==> src/rtl/stream_channel_demux_pkg.sv <==
// Shared types and default parameters for the stream channel demultiplexer.
// The helper sizes index registers so that a count of one still gets a 1-bit field.
package stream_channel_demux_pkg;

  typedef enum logic [1:0] {
    ST_TAG  = 2'd0,
    ST_ADDR = 2'd1,
    ST_DATA = 2'd2,
    ST_DROP = 2'd3
  } state_t;

  localparam int unsigned DEF_NUM_CH      = 2;
  localparam int unsigned DEF_ADDR_BYTES  = 3;
  localparam int unsigned DEF_TRAIL_BYTES = 4;

  function automatic int unsigned idx_w(input int unsigned n);
    return (n > 1) ? $clog2(n) : 1;
  endfunction

endpackage

==> src/rtl/stream_channel_demux_trail_buffer.sv <==
// Fixed-depth byte shift register that holds back the trailing FCS bytes.
// With depth 0 it is a wire: always full, and out follows the incoming byte.
module stream_channel_demux_trail_buffer
  import stream_channel_demux_pkg::*;
#(
  parameter int unsigned DEPTH = DEF_TRAIL_BYTES
) (
  input  logic       clk,
  input  logic       rst,
  input  logic       push,
  input  logic       clear,
  input  logic [7:0] din,
  output logic       full,
  output logic [7:0] dout
);

  if (DEPTH == 0) begin : g_pass
    assign full = 1'b1;
    assign dout = din;

    logic unused_ctrl;
    assign unused_ctrl = ^{clk, rst, push, clear};
  end else begin : g_shift
    localparam int unsigned CNT_W = $clog2(DEPTH + 1);

    logic [7:0]       mem [DEPTH];
    logic [CNT_W-1:0] cnt_q;

    // NOTE: the byte storage is reset along with the fill count so that a
    // reset leaves no stale FCS bytes that a later packet could expose.
    always_ff @(posedge clk or negedge rst) begin
      if (!rst) begin
        cnt_q <= '0;
        for (int i = 0; i < int'(DEPTH); i++) mem[i] <= '0;
      end else if (clear) begin
        cnt_q <= '0;
      end else if (push) begin
        for (int i = int'(DEPTH) - 1; i > 0; i--) mem[i] <= mem[i-1];
        mem[0] <= din;
        if (cnt_q != CNT_W'(DEPTH)) cnt_q <= cnt_q + CNT_W'(1);
      end
    end

    // Oldest byte sits at the far end; it is what a push displaces.
    assign full = (cnt_q == CNT_W'(DEPTH));
    assign dout = mem[DEPTH-1];
  end

endmodule

==> src/rtl/stream_channel_demux.sv <==
// Reassembles bytes from a dibit stream, decodes tag and base address headers,
// and routes payload bytes (minus trailing FCS) to one of NUM_CH channels.
module stream_channel_demux
  import stream_channel_demux_pkg::*;
#(
  parameter  int unsigned NUM_CH      = DEF_NUM_CH,
  parameter  int unsigned ADDR_BYTES  = DEF_ADDR_BYTES,
  parameter  int unsigned TRAIL_BYTES = DEF_TRAIL_BYTES,
  localparam int unsigned ADDR_W      = 8 * ADDR_BYTES
) (
  input  logic              clk,
  input  logic              rst,
  input  logic              axiiv,
  input  logic [1:0]        axiid,
  output logic [7:0]        data_out,
  output logic [ADDR_W-1:0] addr_out,
  output logic [NUM_CH-1:0] ch_valid,
  output logic [NUM_CH-1:0] ch_done,
  output logic              pkt_err
);

  localparam int unsigned TAG_W = idx_w(NUM_CH);
  localparam int unsigned AC_W  = idx_w(ADDR_BYTES);

  state_t            state_q, state_d;
  logic              armed_q;
  logic [1:0]        dibit_cnt_q;
  logic [5:0]        byte_sr_q;
  logic [AC_W-1:0]   addr_cnt_q;
  logic [ADDR_W-1:0] base_q;
  logic [ADDR_W-1:0] index_q;
  logic [TAG_W-1:0]  tag_q;

  logic [7:0]        cur_byte;
  logic              active;
  logic              byte_done;
  logic [NUM_CH-1:0] tag_onehot;

  logic              push;
  logic              clear;
  logic              emit;
  logic              latch_tag;
  logic              shift_addr;
  logic              err_d;
  logic              done_d;
  logic              buf_full;
  logic [7:0]        buf_out;

  // After reset the input is ignored until the first idle cycle, so a packet
  // that was already in flight cannot be mistaken for a fresh header.
  assign active     = armed_q & axiiv;
  assign cur_byte   = {byte_sr_q, axiid};
  assign byte_done  = active & (dibit_cnt_q == 2'd3);
  assign tag_onehot = NUM_CH'(1) << tag_q;

  stream_channel_demux_trail_buffer #(
    .DEPTH (TRAIL_BYTES)
  ) u_trail_buffer (
    .clk   (clk),
    .rst   (rst),
    .push  (push),
    .clear (clear),
    .din   (cur_byte),
    .full  (buf_full),
    .dout  (buf_out)
  );

  // NOTE: sequential state uses non-blocking assignments so every register
  // samples the pre-edge values, independent of statement order.
  always_ff @(posedge clk or negedge rst) begin
    if (!rst) state_q <= ST_TAG;
    else      state_q <= state_d;
  end

  // NOTE: every output of this block is given a default first; a path that
  // leaves one unassigned would infer a latch.
  always_comb begin
    state_d    = state_q;
    push       = 1'b0;
    clear      = 1'b0;
    emit       = 1'b0;
    latch_tag  = 1'b0;
    shift_addr = 1'b0;
    err_d      = 1'b0;
    done_d     = 1'b0;

    if (armed_q && !axiiv) begin
      unique case (state_q)
        ST_TAG:  err_d = (dibit_cnt_q != 2'd0);
        ST_ADDR: err_d = 1'b1;
        ST_DATA: begin
          done_d = (dibit_cnt_q == 2'd0) && buf_full;
          err_d  = !done_d;
        end
        ST_DROP: ;
      endcase
      state_d = ST_TAG;
      clear   = 1'b1;
    end else if (byte_done) begin
      unique case (state_q)
        ST_TAG: begin
          if ({24'd0, cur_byte} < NUM_CH) begin
            latch_tag = 1'b1;
            state_d   = ST_ADDR;
          end else begin
            err_d   = 1'b1;
            state_d = ST_DROP;
          end
        end
        ST_ADDR: begin
          shift_addr = 1'b1;
          if (addr_cnt_q == AC_W'(ADDR_BYTES - 1)) state_d = ST_DATA;
        end
        ST_DATA: begin
          push = 1'b1;
          emit = buf_full;
        end
        ST_DROP: ;
      endcase
    end
  end

  always_ff @(posedge clk or negedge rst) begin
    if (!rst) begin
      armed_q     <= 1'b0;
      dibit_cnt_q <= '0;
      byte_sr_q   <= '0;
      addr_cnt_q  <= '0;
      base_q      <= '0;
      index_q     <= '0;
      tag_q       <= '0;
      data_out    <= '0;
      addr_out    <= '0;
      ch_valid    <= '0;
      ch_done     <= '0;
      pkt_err     <= 1'b0;
    end else begin
      armed_q  <= armed_q | ~axiiv;
      ch_valid <= '0;
      ch_done  <= done_d ? tag_onehot : '0;
      pkt_err  <= err_d;

      if (clear) begin
        dibit_cnt_q <= '0;
        addr_cnt_q  <= '0;
        index_q     <= '0;
      end else if (active) begin
        dibit_cnt_q <= dibit_cnt_q + 2'd1;
        byte_sr_q   <= cur_byte[5:0];
      end

      if (latch_tag) tag_q <= cur_byte[TAG_W-1:0];

      if (shift_addr) begin
        base_q     <= (base_q << 8) | ADDR_W'(cur_byte);
        addr_cnt_q <= addr_cnt_q + AC_W'(1);
      end

      // Address wraps naturally at ADDR_W bits.
      if (emit) begin
        data_out <= buf_out;
        addr_out <= base_q + index_q;
        ch_valid <= tag_onehot;
        index_q  <= index_q + ADDR_W'(1);
      end
    end
  end

endmodule

==> config.mk <==
export PLATFORM = sky130hd
export DESIGN_NAME = stream_channel_demux
export DESIGN_NICKNAME = d
export VERILOG_FILES = /design/src/rtl/stream_channel_demux_pkg.sv /design/src/rtl/stream_channel_demux_trail_buffer.sv /design/src/rtl/stream_channel_demux.sv
export SDC_FILE = /design/constraint.sdc
export NUM_CORES = 1
export LEC_CHECK = 0
export ABC_AREA = 1
export BUFFER_PORTS_ARGS = -buffer_cell sky130_fd_sc_hd__buf_2
export CORE_UTILIZATION = 55
export DETAILED_ROUTE_END_ITERATION = 8
export GPL_ROUTABILITY_DRIVEN = 0
export HOLD_SLACK_MARGIN = 0.02
export PLACE_DENSITY = 0.76
export SYNTH_ARGS = -nofsm -noshare
export SYNTH_HDL_FRONTEND = slang
export SYNTH_HIERARCHICAL = 1
export SYNTH_SLANG_ARGS = --single-unit
==> constraint.sdc <==
create_clock -name clk -period 1.9 [get_ports clk]
set_input_delay 0 -clock clk [delete_from_list [all_inputs] [get_ports clk]]
set_output_delay 0 -clock clk [all_outputs]
set_load 0.02 [all_outputs]
-- Word level (Yosys, flattened, before mapping)
Cells that the tools add are included.
- add/sub/neg operators: 5
- order comparisons: 1
- eq/ne operators: 7
- shifts and indexed selects: 1
- multiplexer cells: 37
- bitwise operators: 6
- reduce and logical (&&, ||, !) cells: 18
- operators with widths (kind ; number):
    two-way mux 24 bit ; 2
    adder 24 x 1 -> 24 bit, second input constant ; 1
    adder 24 bit ; 1
    OR 24 x 8 -> 24 bit ; 1
    two-way mux 1 bit ; 20
    two-way mux 2 bit ; 10
    nonzero test 2 bit ; 7
    two-way mux 3 bit ; 3
    < comparator 8 x 2 -> 1 bit, second input constant ; 1
    == test 2 bit, second input constant ; 3
    != test 3 bit, second input constant ; 2
    AND reduction 2 bit ; 3
    adder 2 x 1 -> 2 bit, second input constant ; 2
    logical NOT 2 bit ; 2
    case mux 2 bit (2 select lines) ; 1
    adder 3 x 1 -> 3 bit, second input constant ; 1
    == test 3 bit, second input constant ; 1
    case mux 1 bit (3 select lines) ; 1
    AND reduction 3 bit ; 1
    nonzero test 3 bit ; 1
    AND 1 bit ; 2
    == test 2 x 1 -> 1 bit, second input constant ; 1
    logical AND 1 bit ; 2
    logical NOT 1 bit ; 2
    other kinds (3) ; 4
- flip-flop bits (word level): 134
- input port bits: 5
- output and inout bits: 37
- logic and storage cells: 93

-- Depth between registers and ports, before layout
- depth after elaboration: 6
- mapped depth: 12
- depth with buffers taken out: 12

-- Modules after synthesis
The synthesis kept the hierarchy.
- by module, submodules not included (module ; instances ; cells each ; area each (µm²) ; sequential area each (µm²)):
    stream_channel_demux ; 1 ; 837 ; 5886.9 ; 2477.4
    stream_channel_demux_trail_buffer ; 1 ; 154 ; 1600.3 ; 875.8

-- Worst setup path before layout
OpenSTA, ideal clock, no wires.
- path kind: reg2reg
- start point: register index_q[0]
- end point: register addr_out[16]
- library setup time: 0.117 ns
- arrival time: 1.660 ns
- required time: 1.783 ns
- slack: 0.123 ns
- stages on the path, launching flop included: 11
- path buffers: 0
- period minus slack after synthesis: 1.777 ns
- path through: dfrtp_1 -> ha_1 -> fa_1 -> nand3_1 -> nand3_1 -> nand2_1 -> nand2_1 -> nand3_1 -> nand3b_1 -> nand3_1 -> nand2_1
- cells in the longest elaborated chain, start to end: 1
- ends and longest elaborated chain (item ; line ; RTL):
    start, declared ; stream_channel_demux.sv:31 ; logic [ADDR_W-1:0] index_q;
    start signal, assigned ; stream_channel_demux.sv:164 ; index_q <= index_q + ADDR_W'(1);
    adder 24 bit ; stream_channel_demux.sv:162 ; addr_out <= base_q + index_q;
    end signal, assigned ; stream_channel_demux.sv:162 ;
    end, declared ; stream_channel_demux.sv:16 ; output logic [ADDR_W-1:0] addr_out,
Every way passes these cells.
A chain may end at the register's enable or synchronous reset.

-- Worst setup path in the final report
- start point: register u_trail_buffer.g_shift.cnt_q[0]
- end point: register index_q[11]
- cells in the longest elaborated chain, start to end: 5
- elaborated cells on any way between the ends: 6
- classes of those cells: 1 x eq/ne; 4 x mux; 1 x reduce/logical
- ends and longest elaborated chain (item ; line ; RTL):
    start, declared ; stream_channel_demux_trail_buffer.sv:27 ; logic [CNT_W-1:0] cnt_q;
    start signal, assigned ; stream_channel_demux_trail_buffer.sv:40 ; if (cnt_q != CNT_W'(DEPTH)) cnt_q <= cnt_q + CNT_W'(1);
    == test 3 bit (*) ; stream_channel_demux_trail_buffer.sv:45 ; assign full = (cnt_q == CNT_W'(DEPTH));
    via buf_full ; stream_channel_demux.sv:46 ; logic buf_full;
    two-way mux 1 bit (*) ; stream_channel_demux.sv:100 ; unique case (state_q)
    two-way mux 1 bit (*) ; stream_channel_demux.sv:99 ; end else if (byte_done) begin
    two-way mux 1 bit (*) ; stream_channel_demux.sv:87 ; if (armed_q && !axiiv) begin
    two-way mux 24 bit / nonzero test 2 bit (equally long branches) ; -- ;
Mark *: on every way through the listed nets, which the timed path passes. The rest lies on a longest branch.

==> reports/metrics.cfg <==
[logic_synthesis]
synthMuxAreaShare_pct=0
syn_inst=991
synth_commonest_cells=nand2_1 (327), inv_1 (148), dfrtp_1 (134)
synthSimpleGateAreaFrac_pct=28.7
synth_compound_area_share_pct=9.41
synth.most_common_cell=nand2_1
synth_nets=1026
synth_xor_area_share_pct=1.64
yosys.area.top_type=dfrtp_1
synth.distinct_cells=36
synth_edf_count=0
synth_seq_cells=134
yosys-top-cells-area=dfrtp_1 (45%), nand2_1 (16%), inv_1 (7.4%)
synth_flop_cell=dfrtp_1
synth_top_family_by_area=simple AND/OR/NAND/NOR gates
synth_fa_ha_area_share_pct=5.11
yosysSeqAreaShare_pct=44.8
syn_area_um2=7490
syn_avg_cell_area_um2=7.56
synthArstFlopShare_pct=100
synth_top_cell_area_share_pct=44.8
yosys_warnings=6

[placement]
pre_cts_slack_ps=19.4
hpwl_um=12700
io_buffers=41

[die]
die_area_um2=14100
die_width_um=119
core_area_um2=13200
ioPinCount=42
row_count=42
initial_core_util_pct=56.5
die_h_um=119

[setup_path]
crit_arrival_ps=2150
crit_chain=inv_1, ha_2, nand2_2, inv_2, nand3b_4, buf_4, nor3_1, a211oi_1
rrSetupSlack_ps=40
rr_worst_depth=8
critPathSlowestCell=dfrtp_1
path_class=reg2reg
worstPathMaxFanout=15
crit_required_ps=2190
slowest_delay_ps=380
r2r-end=index_q[11]
cp-end-kind=flop
crit_end=index_q[11]
start_kind=flop
r2r-start=u_trail_buffer/g_shift.cnt_q[0]
critPathLaunch=u_trail_buffer/g_shift.cnt_q[0]

[finish]
drive_gt1_share_pct=18.6
layout.nets=1103
num_antenna_cells=0
fill_cells=1084
area_growth_pct=19.6

[sta]
finalCriticalPeriod_ps=1860
tightest_slew_ps=411
setup_ws_ps=41.1
slew_headroom_pct=72.6
setup-violations-final=0
hold_violations=0
fmax_ghz=0.538
fin_crit_sh_pct=97.8
slew_viol_final=0
finalSetupTns_ps=0
clock_skew_ps=12.4

[global_route]
grt_overflow_total=0
grt_antenna_before_repair=0
grt_pass1_vias=6154
grt_max_degree=63
grt_pass1_wl_um=29200
groute.usage.overall_pct=26.7

[detailed_routing]
drc_errors=0
antenna_left=0
wire_per_inst_um=14.6
firstDrtPassIters=5
drtIter0Drc=528
vias=6556
wl_um=18300
vias_per_cell=5.22

[power]
power_w=0.00724
p_leak_nw=4.82
peakVddDrop_uv=730
p_per_area_nw_per_um2=809

[status]
outcome=completed

[hold_path]
hp-class=in2async

[clock_network]
cts_tree=done
path_clk_slew_ps=60
ctsRootBufferMaster=clkbuf_16
cts_sinks=134
cts_buffers=17
cts_max_level=4
clk_latency_ps=430
clockBufferDepth=2

[run]
drv_cap=0

[critical path: cells and delay by family, from the launching register on]
| kind | cells | cell delay (ps) |
|---|---|---|
| and+or+nand+nor | 3 | 570 |
| buffers and inverters | 3 | 420 |
| DFF | 1 | 380 |
| adders and majority gates | 1 | 200 |
| AOI/OAI and AO/OA | 1 | 160 |
[worst min-delay path by stage]
stage	startpoint	endpoint	slack, ps	cells past startpoint
floorplan	rst	addr_cnt_q[0]	-300	0
global placement	rst	addr_out[20]	-70	1
detailed placement	rst	addr_out[20]	-60	1
CTS	rst	addr_out[20]	50	2
global route	rst	addr_out[20]	80	2
finish	rst	addr_out[20]	50	2
[sequential cells by signal, summed over array words and instances, names as in the netlist, 3 cells and up]
signal and cells:
addr_out 24, u_trail_buffer/dout 8, u_trail_buffer/g_shift.mem 24, u_trail_buffer/g_shift.cnt_q 3
base_q 24, index_q 24, byte_sr_q 6, data_out 8
[area by class of cell]
type	instances	area (µm²)	share of cell area, %
Clock inverter	15	176	1.97
Sequential cell	134	3350	37.5
Multi-Input combinational cell	678	3620	40.4
Tap cell	176	220	2.46
Timing Repair Buffer	86	588	6.57
Clock buffer	17	425	4.75
Inverter	151	569	6.36
[cell usage in the layout (no fill, tap or decap), types with 7 or more instances in the layout]
master	count
dfrtp_1	133
inv_1	146
o21ai_0	51
nor2_1	70
buf_2	40
o21ai_2	7
xnor2_1	8
clkbuf_16	17
a21oi_1	21
a21oi_2	17
ha_2	8
nor3_1	9
o21ai_1	9
nand3_1	59
nor2_2	17
nand4_1	11
buf_4	38
ha_4	9
nand2_1	321
ha_1	12
[layer usage]
metal	up-vias	wire length [µm]	GRT usage, %
met3	35	973	6.27
met2	181	9140	43.2
met5	-	0	0
met1	3079	7790	34.4
met4	0	408	10.8
li1	3261	-	-
[kinds of logic (layout without fill, tap and decap cells)]
| family | Yosys count | in the layout |
|---|---|---|
| and+or+nand+nor | 515 | 516 |
| adders and majority gates | 30 | 30 |
| xor gates and xnor gates | 14 | 14 |
| DFF | 134 | 134 |
| AOI/OAI and AO/OA | 118 | 118 |
| buffers and inverters | 180 | 269 |
[through the flow]
stage / cells / utilization, % / area [µm²] / hold slack [ps]
after floorplan: 991 / - / 7490 / -296
after global routing: 1257 / 67.6 / 8950 / 77.2
after CTS: 1253 / 65.5 / 8670 / 54.7
after global placement: 1217 / 60.6 / 8020 / -67.4
after detailed placement: 1217 / 60.6 / 8020 / -59.2
final: 1257 / 67.6 / 8950 / 51.5
[report_power, final]
part           switching [W]  internal, W  total, W  leakage [nW]
clock                0.00132      0.00207   0.00339         0.290
combinational       0.000464     0.000281  0.000745          2.80
sequential          0.000115      0.00299   0.00310          1.73
total                0.00190      0.00534   0.00724          4.82
[repair_timing]
item / CTS / global route
hold endpoints to repair: 144 / 0
hold buffers: 4 / 0
setup buffers: 0 / 3
gates cloned: 0 / 1
setup endpoints to repair: 4 / 31
pin swaps: 0 / 6
resized for setup: 3 / 53
(Power assumes the default switching activity.)
